<file path="config.mk">
export PLATFORM = sky130hd
export DESIGN_NAME = hvac_drive_ctrl
export DESIGN_NICKNAME = d
export VERILOG_FILES = /design/src/rtl/thermostat_pkg.sv /design/src/rtl/hvac_tick_timer.sv /design/src/rtl/hvac_drive_ctrl.sv
export SDC_FILE = /design/constraint.sdc
export NUM_CORES = 1
export LEC_CHECK = 0
export BUFFER_PORTS_ARGS = -buffer_cell sky130_fd_sc_hd__buf_2
export CAP_MARGIN = 20
export CORE_MARGIN = 2
export CORE_UTILIZATION = 59
export DETAILED_ROUTE_END_ITERATION = 10
export GPL_TIMING_DRIVEN = 0
export PLACE_DENSITY = 0.81
export SLEW_MARGIN = 20
export SYNTH_ARGS = -nofsm -noshare
export SYNTH_HDL_FRONTEND = slang
export SYNTH_HIERARCHICAL = 1
export SYNTH_SLANG_ARGS = --single-unit
</file>
<file path="constraint.sdc">
create_clock -name clk -period 4.55 [get_ports clk]
set_input_delay 1.365 -clock clk [delete_from_list [all_inputs] [get_ports clk]]
set_output_delay 1.365 -clock clk [all_outputs]
set_load 0.02 [all_outputs]
</file>
<file path="src/rtl/thermostat_pkg.sv">
// rtl/thermostat_pkg.sv - shared state/mode encodings and temperature limits for the HVAC drive
package thermostat_pkg;

    typedef enum logic [1:0] {
        ST_IDLE    = 2'd0,
        ST_HEAT    = 2'd1,
        ST_COOL    = 2'd2,
        ST_LOCKOUT = 2'd3
    } state_t;

    typedef enum logic [1:0] {
        MODE_OFF       = 2'd0,
        MODE_HEAT_ONLY = 2'd1,
        MODE_COOL_ONLY = 2'd2,
        MODE_AUTO      = 2'd3
    } mode_t;

    localparam logic [7:0] TEMP_MAX = 8'd99;

    function automatic logic temp_invalid(input logic [7:0] t);
        return t > TEMP_MAX;
    endfunction

endpackage

</file>
<file path="src/rtl/hvac_tick_timer.sv">
// rtl/hvac_tick_timer.sv - loadable, tick-enabled, saturating down-counter
module hvac_tick_timer #(
    parameter int CNT_W   = 16,
    parameter int RST_VAL = 0
) (
    input  logic             clk,
    input  logic             reset_n,
    input  logic             tick,
    input  logic             load,
    input  logic [CNT_W-1:0] load_val,
    output logic [CNT_W-1:0] count
);

    // A load on the same clk as a tick wins over the decrement.
    always_ff @(posedge clk or negedge reset_n) begin
        if (!reset_n) begin
            count <= CNT_W'(RST_VAL);
        end else if (load) begin
            count <= load_val;
        end else if (tick && (count != '0)) begin
            count <= count - CNT_W'(1);
        end
    end

endmodule

</file>
<file path="src/rtl/hvac_drive_ctrl.sv">
// rtl/hvac_drive_ctrl.sv - HVAC relay FSM with hysteresis, min run/off and fault lockout; HVAC_FAN_OVERRUN_EN adds fan overrun
module hvac_drive_ctrl
    import thermostat_pkg::*;
#(
    parameter int HYST    = 2,
    parameter int MIN_ON  = 30,
    parameter int MIN_OFF = 60,
    parameter int FAN_RUN = 20,
    parameter int CNT_W   = 16
) (
    input  logic       clk,
    input  logic       reset_n,
    input  logic       tick,
    input  logic [1:0] mode,
    input  logic [7:0] DesiredTemp,
    input  logic [7:0] CurrentTemp,
    output logic       heat_on,
    output logic       cool_on,
    output logic       fan_on,
    output logic       fault,
    output logic [1:0] state_o
);

    state_t           state;
    logic [CNT_W-1:0] run_cnt;
    logic [CNT_W-1:0] run_val;
    logic             run_load;
    logic [8:0]       cur9;
    logic [8:0]       des9;
    logic             need_heat, need_cool, temp_bad, fault_now;
    logic             heat_ok, cool_ok, expiring;
    logic             exit_heat, exit_cool, start_heat, start_cool, leave_lock;

    assign cur9      = {1'b0, CurrentTemp};
    assign des9      = {1'b0, DesiredTemp};
    assign need_heat = (cur9 + 9'(HYST)) < des9;
    assign need_cool = cur9 > (des9 + 9'(HYST));
    assign temp_bad  = temp_invalid(CurrentTemp) || temp_invalid(DesiredTemp);
    assign fault_now = fault || temp_bad;
    assign heat_ok   = (mode == MODE_HEAT_ONLY) || (mode == MODE_AUTO);
    assign cool_ok   = (mode == MODE_COOL_ONLY) || (mode == MODE_AUTO);

    // The tick that runs the timer out is the tick that acts on it, so a
    // load of N means exactly N ticks are spent in the state.
    assign expiring   = run_cnt <= CNT_W'(1);

    assign exit_heat  = (state == ST_HEAT) && (!heat_ok || ((cur9 >= des9) && expiring));
    assign exit_cool  = (state == ST_COOL) && (!cool_ok || ((cur9 <= des9) && expiring));
    assign start_heat = (state == ST_IDLE) && need_heat && heat_ok;
    assign start_cool = (state == ST_IDLE) && !start_heat && need_cool && cool_ok;
    assign leave_lock = (state == ST_LOCKOUT) && expiring;

    assign run_load = fault_now || (tick && (exit_heat || exit_cool || start_heat || start_cool));
    assign run_val  = (start_heat || start_cool) && !fault_now ? CNT_W'(MIN_ON) : CNT_W'(MIN_OFF);

    hvac_tick_timer #(
        .CNT_W   (CNT_W),
        .RST_VAL (MIN_OFF)
    ) u_run_timer (
        .clk      (clk),
        .reset_n  (reset_n),
        .tick     (tick),
        .load     (run_load),
        .load_val (run_val),
        .count    (run_cnt)
    );

    // Fault acts on every clk, not just on ticks, and pins the FSM in LOCKOUT.
    always_ff @(posedge clk or negedge reset_n) begin
        if (!reset_n) begin
            state <= ST_LOCKOUT;
            fault <= 1'b0;
        end else begin
            if (temp_bad) begin
                fault <= 1'b1;
            end
            if (fault_now) begin
                state <= ST_LOCKOUT;
            end else if (tick) begin
                if (exit_heat || exit_cool) begin
                    state <= ST_LOCKOUT;
                end else if (start_heat) begin
                    state <= ST_HEAT;
                end else if (start_cool) begin
                    state <= ST_COOL;
                end else if (leave_lock) begin
                    state <= ST_IDLE;
                end
            end
        end
    end

    assign heat_on = (state == ST_HEAT);
    assign cool_on = (state == ST_COOL);
    assign state_o = state;

`ifdef HVAC_FAN_OVERRUN_EN
    logic [CNT_W-1:0] ovr_cnt;

    hvac_tick_timer #(
        .CNT_W   (CNT_W),
        .RST_VAL (0)
    ) u_fan_timer (
        .clk      (clk),
        .reset_n  (reset_n),
        .tick     (tick),
        .load     (fault_now || (tick && (exit_heat || exit_cool))),
        .load_val (fault_now ? '0 : CNT_W'(FAN_RUN)),
        .count    (ovr_cnt)
    );

    assign fan_on = heat_on || cool_on || (ovr_cnt != '0);
`else
    logic unused_fan_run;
    assign unused_fan_run = ^FAN_RUN;
    assign fan_on         = heat_on || cool_on;
`endif

endmodule

</file>
# == Yosys cells after proc, flatten, opt, wreduce, memory -nomap -nowiden ==
# Index checks and enable logic that the tools add are counted.
# classes
n_div,0
n_lt_le_gt_ge,7
bitwise_logic,0
n_eq_ne,6
reduce_logical,35
n_mul,0
shift,0
mux,9
add_sub_neg,3
# ops
operator,count
16-bit 2-to-1 mux,2
"8-bit by 2-bit adder with 9-bit output, second input constant",2
"8-bit by 7-bit > comparator with 1-bit output, second input constant",2
"16-bit by 1-bit less-or-equal comparator with 1-bit output, second input constant",1
16-bit nonzero test,1
"16-bit by 1-bit subtractor with 16-bit output, second input constant",1
1-bit logical AND,13
1-bit logical OR,12
2-bit 2-to-1 mux,6
8-bit by 9-bit > comparator with 1-bit output,1
9-bit by 8-bit less-than comparator with 1-bit output,1
"2-bit equality test, second input constant",4
8-bit greater-or-equal comparator,1
8-bit less-or-equal comparator,1
6-bit 2-to-1 mux,1
5-bit nonzero test,1
"2-bit by 1-bit equality test with 1-bit output, second input constant",2
1-bit zero test,4
2-bit nonzero test,2
2-bit zero test,1
2-bit AND reduction,1
# word_totals
ram_bits,0
rom_bits,0
latchBits,0
ff_bits,19
word_cells,63
memories,0

# == Logic depth before layout (Yosys ltp) ==
# Gate-level depths: netlist of run 1.
# logic_depth
ltp_word,13
depth_mapped,15
depth_no_buf,15

# == Hierarchy ==
# Netlist of run 1, hierarchy kept.
# modules_own_cells
mod,instances,cells_each,area_each_um2,seq_area_each_um2
hvac_drive_ctrl,1,132,1041.0,77.6
hvac_tick_timer,1,119,1039.7,405.4

# == Worst setup path after synthesis of run 1 ==
# OpenSTA, ideal clock, no wires.
# synth_timing
path_kind,input -> register
startpoint,in DesiredTemp[5]
endpoint,reg u_run_timer.count[14]
stages,15
t_required_ns,4.409
setup_slack_ns,0.870
arrival_ns,3.540
path_buffers,1
path_cell_list,inv_2 -> nor3_1 -> nand3_1 -> xnor2_1 -> ha_1 -> o21a_1 -> o21ai_1 -> a31oi_1 -> o221a_1 -> nor2_1 -> a31oi_1 -> inv_1 -> clkbuf_1 -> o311ai_0 -> nand3_1
# synth_via
elab_chain_cells,11
elab_cells_between_ends,27
# synth_lines
item,line,rtl
from (decl),hvac_drive_ctrl.sv:15,"input logic [7:0] DesiredTemp,"
branches (longest 9 deep; another with 8-bit by 2-bit adder with 9-bit output),-,
1-bit logical OR *,hvac_drive_ctrl.sv:53,assign run_load = fault_now || (tick && (exit_heat || exit_cool || start_heat || start_cool));
net run_load,hvac_drive_ctrl.sv:27,logic run_load;
16-bit 2-to-1 mux or 2-bit nonzero test (tied branches),-,
to (signal assigned),hvac_tick_timer.sv:17,count <= CNT_W'(RST_VAL);
to (signal assigned),hvac_tick_timer.sv:19,count <= load_val;
to (signal assigned),hvac_tick_timer.sv:21,count <= count - CNT_W'(1);
to (decl),hvac_tick_timer.sv:11,output logic [CNT_W-1:0] count
# Mark *: on every way through the listed nets, which the timed path passes.
# A chain may end at the register's enable or synchronous reset.

# == Worst setup path after layout of run 1 ==
# layout_timing
startpoint,in DesiredTemp[5]
endpoint,reg u_run_timer.count[9]
# The elaborated chain is that of the path after synthesis.

==> results_dict.tcl, run 1 <==
set metrics [dict create \
    final.period_utilization_pct 91.8 \
    maxCapViolCount 0 \
    die_h_um 63.4 \
    grt_busiest_layer "met2" \
    cts.clk_slew.worst_paths_ns 0.11 \
    ctsHoldBuffers 0 \
    drt_wl_total_um 4850 \
    drtIter0Drc 149 \
    cts-resized-gates 0 \
    root_buffer "clkbuf_4" \
    drive_gt1_share_pct 17.7 \
    grt_pass1_wl_um 8480 \
    met2_usage_pct 42.8 \
    synth_ff_type "dfrtp_1" \
    die_area_um2 4020 \
    power.total_mw 0.383 \
    firstDrtPassIters 4 \
    final_antenna_net_count 0 \
    ys.warnings.count 6 \
    layout_commonest_cell "ha_1" \
    fin_nets 344 \
    status "complete, no violations" \
    critPathLaunchType "input port" \
    fmax_ghz 0.239 \
    drv_slew 0 \
    finClkSkew_ns 0.00405 \
    cts_tree "built" \
    cp_slowest_stage_delay_ns 0.49 \
    async_flop_share_pct 100 \
    grt_start_max_net_pins 20 \
    swShare_pct 33.0 \
    layout_common_cells "ha_1 (29), buf_2 (27), nand2_1 (21)" \
    vias 2032 \
    diodes 0 \
    core.rowCount 21 \
    yosysTopAreaCellShare_pct 17.4 \
    worst_setup_path_end_kind "register" \
    path_buf_inv 4 \
    overflow 0 \
    ir_drop_v 0.0000822 \
    setup_tns_ns 0 \
    critPathArrivalTime_ns 4.37 \
    grt_use_met3_pct 4.46 \
    ys_types 58 \
    synthTopCellsByArea "ha_1 (17%), dfrtp_1 (16%), dfstp_2 (7.6%)" \
    path_cells "buf_2 > inv_2 > nor3_1 > nand3_1 > xnor2_1 > ha_1 > o21a_1 > o21ai_1 > a31oi_1 > o221a_1 > nor2_1 > a31oi_1 > inv_1 > clkbuf_1 > o211ai_1 > nand3_1" \
    rsz0062_at_grt "no" \
    antenna_found_initial 0 \
    drt-vias-per-instance 5.99 \
    area_growth_pct 12.5 \
    hp-class "register to register" \
    synth_top_area_cell "ha_1" \
    leakage_nw 1.08 \
    clock-sinks 19 \
    ctsLongestPathBuffers 2 \
    finalCriticalPeriod_ns 4.18 \
    multi_input_area_um2 1540 \
    setup_viol 0 \
    dp_hpwl_um 3910 \
    seqCellArea_um2 483 \
    p_switching_mw 0.127 \
    numCtsBuffers 3 \
    gp_congestion 0.880 \
    power_frac_clock_pct 22.7 \
    required_ns 4.74 \
    core_area_um2 3360 \
    final_util_pct 69.6 \
    htree_levels 1 \
    netlist_instances 251 \
    p_int_mw 0.256 \
    hold_viol 0 \
    grt_use_total_pct 26.0 \
    place.port_buffers 26 \
    post-cts-setup-buffers 0 \
    max-slew-margin-rel_pct 59.9 \
    critical_path_class "input port to register" \
    grt_util_met1_pct 36.1 \
    fillers 313 \
    crit_fanout 10 \
    p_seq_share_pct 49.1 \
    drc 0 \
    io_pins 27 \
    critPathSlowestCell "a31oi_1" \
    worstMarginPinSlew_ns 0.599 \
    clkLatencyLatePin_ns 0.30 \
    synth_area_um2 2080 \
    critPathTopFamily "compound AO/OA/AOI/OAI gates" \
    ys_seq_area_share_pct 23.2 \
    avgSynthCellArea_um2 8.29 \
    ys_ff_latch 19 \
    grt_pass1_vias 1871 \
    die_w_um 63.4 \
    start_util_pct 61.9 \
    p_comb_share_pct 28.2 \
    synth_edf_count 0 \
    wl_per_cell_um 14.3 \
    powerDensity_nw_per_um2 164 \
]
[synthesized netlist by cell type, drive strengths merged (2+ instances only)]
library cell  number
o21ai             12
nand2             22
o31ai              5
conb               2
o211ai             4
or4                6
nand3             11
or3                4
xnor2              8
clkbuf             5
nor3               9
nor2              18
nand4b             2
nand2b             4
nor4               8
a21oi              5
o311ai             2
o211a              2
a21o               2
o221a              2
and4               2
dfrtp             13
ha                29
a31oi             14
o21bai             2
xor2               2
dfstp              6
inv               20
nand4              8
[worst reg2reg max path: cells and delay by family, from the launching register on]
family                 cells  cell delay, ns
and+or+nand+nor            3            0.74
DFF                        1            0.43
AOI/OAI and AO/OA          5            1.34
buffers and inverters      2            0.49
[stage by stage]
step / cell area, um2 / cells / hold WS, ns / setup slack (ns)
3_3_place_gp: 2310 / 335 / 0.554 / 0.181
3_5_place_dp: 2310 / 335 / 0.583 / 0.141
6_report: 2340 / 339 / 0.599 / 0.373
2_1_floorplan: 2130 / 263 / 0.521 / 0.870
5_1_grt: 2340 / 339 / 0.629 / 0.136
4_1_cts: 2340 / 339 / 0.605 / 0.469
[kinds of logic (layout without fill, tap and decap cells)]
logic type / Yosys count / in the layout / synth area share (%)
AND/OR/NAND/NOR: 102 / 102 / 28.2
AO/OA/AOI/OAI: 61 / 61 / 20.8
adder cells (fa/ha/maj): 29 / 29 / 17.4
buffers and inverters: 26 / 56 / 4.75
flip-flops: 19 / 19 / 23.2
XOR/XNOR: 10 / 10 / 4.21
other: 2 / 14 / 0.361
multiplexers: 2 / 2 / 1.02
[power groups by stage]
stage          Sequential [mW]  Clock [mW]  Combinational, mW
3_3_place_gp             0.190           0              0.104
2_1_floorplan            0.188           0             0.0707
4_1_cts                  0.188      0.0895              0.108
3_5_place_dp             0.191           0              0.107
6_report                 0.188      0.0869              0.108
5_1_grt                  0.189      0.0994              0.126
[layer usage]
metal  up-vias  wire length (um)  share of wire, %
met3         6               253               5.2
met2        53              2180                45
met4         0                55               1.1
met5         -                 0                 0
met1       953              2370                49
li1       1020                 -                 -
[path summary, 6_finish.rpt]
kind	start	depth (start not counted)	slack (ns)	to
max	DesiredTemp[5]	16	0.37	u_run_timer/count[9]
min	u_run_timer/count[2]	2	0.60	u_run_timer/count[2]
max reg2reg	u_run_timer/count[1]	10	1.44	u_run_timer/count[9]
min reg2reg	u_run_timer/count[2]	2	0.60	u_run_timer/count[2]
max in group asynchronous	reset_n	1	3.23	u_run_timer/count[3]
min in group asynchronous	reset_n	1	0.98	u_run_timer/count[8]
[registers in the layout, indices dropped and copies added, names as in the netlist]
register / flops
fault: 1
u_run_timer/count: 16
state_o: 2
[layout make-up]
| class | count | share of cell area, % |
|---|---|---|
| Clock inverter | 1 | 0.214 |
| Clock buffer | 3 | 0.962 |
| Multi-Input combinational cell | 218 | 66.0 |
| Tap cell | 46 | 2.46 |
| Timing Repair Buffer | 26 | 5.56 |
| Inverter | 20 | 3.21 |
| Buffer | 6 | 1.02 |
| Sequential cell | 19 | 20.6 |
No activity file was read; power rests on OpenSTA's default activity.
==> run 2: changes to the inputs <==
Clock period 4.55 ns to 3.98 ns, I/O delays scaled along.
==> run 2 against run 1 <==
  * Final cell count is the same
  * Hold slack gained 0.0018 ns
  * Non-clock buffer count is the same
  * Register-to-register slack lost 0.21 ns
  * Critical path depth is the same
  * Clock power grew 15%
  * Highest routed layer unchanged
==> results_dict.tcl, run 2 (synthesized netlist as in run 1, its figures left out) <==
set metrics [dict create \
    status "complete, no violations" \
    drc 0 \
    min-delay-start "u_run_timer/count[2]" \
    r2r-end "u_run_timer/count[14]" \
    cpMostUsedCell "nand3_1" \
    grt_pass1_wl_um 8480 \
    fmax_ghz 0.274 \
    die_h_um 63.4 \
    p_comb_share_pct 28.1 \
    leakage_nw 1.09 \
    crit_fanout 10 \
    cts_tree "built" \
    critPathSlowestCell "ha_1" \
    start_util_pct 61.9 \
    dp_worst_setup_slack_ns -0.258 \
    powerDensity_nw_per_um2 186 \
    dp_hpwl_um 3910 \
    r2r_slack_ns 1.23 \
    holdPathEnd "u_run_timer/count[2]" \
    overflow 0 \
    wl_per_cell_um 14.4 \
    setup_tns_ns 0 \
    gp_congestion 0.880 \
    cp_slowest_stage_delay_ns 0.32 \
    die_w_um 63.4 \
    rr_startpoint "u_run_timer/count[1]" \
    htree_levels 1 \
    grt_use_total_pct 26.0 \
    maxCapViolCount 0 \
    core.rowCount 21 \
    critPathTopFamily "compound AO/OA/AOI/OAI gates" \
    rsz0062_at_grt "no" \
    finalWorstSetupSlack_ns 0.324 \
    drt_wl_total_um 4880 \
    root_buffer "clkbuf_4" \
    p_int_mw 0.293 \
    swShare_pct 33.2 \
    critPathLaunchType "input port" \
    final_antenna_net_count 0 \
    io_pins 27 \
    placed_cells 335 \
    layout_commonest_cell "ha_1" \
    core_area_um2 3360 \
    finalCriticalPeriod_ns 3.66 \
    layout_common_cells "ha_1 (29), buf_2 (27), nand2_1 (21)" \
    ctsHoldBuffers 0 \
    place.port_buffers 26 \
    crit_cells 16 \
    hold_viol 0 \
    diodes 0 \
    worst_r2r_path_depth 10 \
    critical_path_class "input port to register" \
    power.total_mw 0.438 \
    multi_input_area_um2 1560 \
    power_frac_clock_pct 22.8 \
    fin_nets 344 \
    die_area_um2 4020 \
    holdPathStages 2 \
    seqCellArea_um2 483 \
    grt_pass1_vias 1871 \
    area_growth_pct 13.4 \
    largest_reg_flops 16 \
    p_switching_mw 0.145 \
    ctsLongestPathBuffers 2 \
    hp-class "register to register" \
    p_seq_share_pct 49.0 \
    drt-vias-per-instance 6.03 \
    ir_drop_v 0.0000948 \
    post-cts-setup-buffers 0 \
    fin_cells 339 \
    critPathArrivalTime_ns 3.84 \
    firstDrtPassIters 4 \
    drive_gt1_share_pct 19.1 \
    setup_viol 0 \
    final.period_utilization_pct 91.9 \
    fillers 312 \
    antenna_found_initial 0 \
    top_register "u_run_timer/count" \
    worst_setup_path_end_kind "register" \
    drv_slew 0 \
    finClkSkew_ns 0.00558 \
    clkLatencyLatePin_ns 0.30 \
    path_cells "buf_2 > inv_2 > nor3_1 > nand3_1 > xnor2_1 > ha_1 > o21a_1 > o21ai_1 > a31oi_1 > o221a_1 > nor2_1 > a31oi_4 > inv_1 > clkbuf_2 > o311ai_0 > nand3_1" \
    grt_start_max_net_pins 20 \
    drtIter0Drc 204 \
    required_ns 4.16 \
    cts.clk_slew.worst_paths_ns 0.12 \
    numCtsBuffers 3 \
    path_buf_inv 4 \
    vias 2043 \
    clock-sinks 19 \
]
==> run 2: cell count changes in the layout (fill, tap and decap cells not counted) <==
| cell | change |
|---|---|
| clkbuf_2 | +3 |
| a31oi_4 | +1 |
| a31oi_1 | -1 |
| clkbuf_1 | -3 |
==> run 2: cell type report <==
| cell class | count | area share [%] |
|---|---|---|
| sequential | 19 | 20.5 |
| inverter | 20 | 3.18 |
| clock inverter | 1 | 0.212 |
| clock buffer | 3 | 0.954 |
| timing repair buffer | 26 | 5.51 |
| buffer | 6 | 1.17 |
| multi-input combinational | 218 | 66.1 |
| tap | 46 | 2.44 |
==> run 2: what timing repair did <==
action	in CTS	in global routing
setup endpoints to repair	0	15
hold endpoints to repair	0	0
gates resized for setup	0	8
==> run 2: routing by layer <==
| layer | vias to the layer above | GRT usage (%) | share of wire, % |
|---|---|---|---|
| met5 | - | 0 | 0 |
| li1 | 1021 | - | - |
| met1 | 958 | 36.1 | 48 |
| met2 | 58 | 42.8 | 45 |
| met3 | 6 | 4.46 | 5.6 |
| met4 | 0 | 4.89 | 0.78 |
==> run 2: power groups by stage <==
stage	Combinational, mW	Clock [mW]	Sequential, mW
finish	0.123	0.100	0.215
global route	0.144	0.114	0.216
CTS	0.123	0.102	0.215
detailed placement	0.122	0	0.218
global placement	0.118	0	0.218
floorplan	0.0808	0	0.215
==> run 2: stage by stage <==
stage / hold WS [ns] / area, um2 / utilization [%]
2_1_floorplan: 0.521 / 2130 / -
3_3_place_gp: 0.554 / 2310 / 68.8
3_5_place_dp: 0.583 / 2310 / 68.8
4_1_cts: 0.605 / 2340 / 69.6
5_1_grt: 0.629 / 2360 / 70.2
6_report: 0.601 / 2360 / 70.2
==> run 2: worst register-to-register path: stages (launching register included) <==
cell and delay, ns:
dfrtp_1 0.43, nor4_1 0.41, nand4_1 0.25, a21boi_0 0.29
o21ai_1 0.10, a22o_1 0.28, a31oi_4 0.27, inv_1 0.13
clkbuf_2 0.22, o311ai_0 0.14, nand3_1 0.11
==> run 2: worst max-delay path by stage <==
stage,to,start,slack (ns)
6_report,u_run_timer/count[14],DesiredTemp[5],0.32
5_1_grt,u_run_timer/count[14],DesiredTemp[5],0.11
2_1_floorplan,u_run_timer/count[14],DesiredTemp[5],0.47
3_3_place_gp,u_run_timer/count[14],DesiredTemp[5],-0.22
3_5_place_dp,u_run_timer/count[14],DesiredTemp[5],-0.26
4_1_cts,u_run_timer/count[14],DesiredTemp[5],0.07
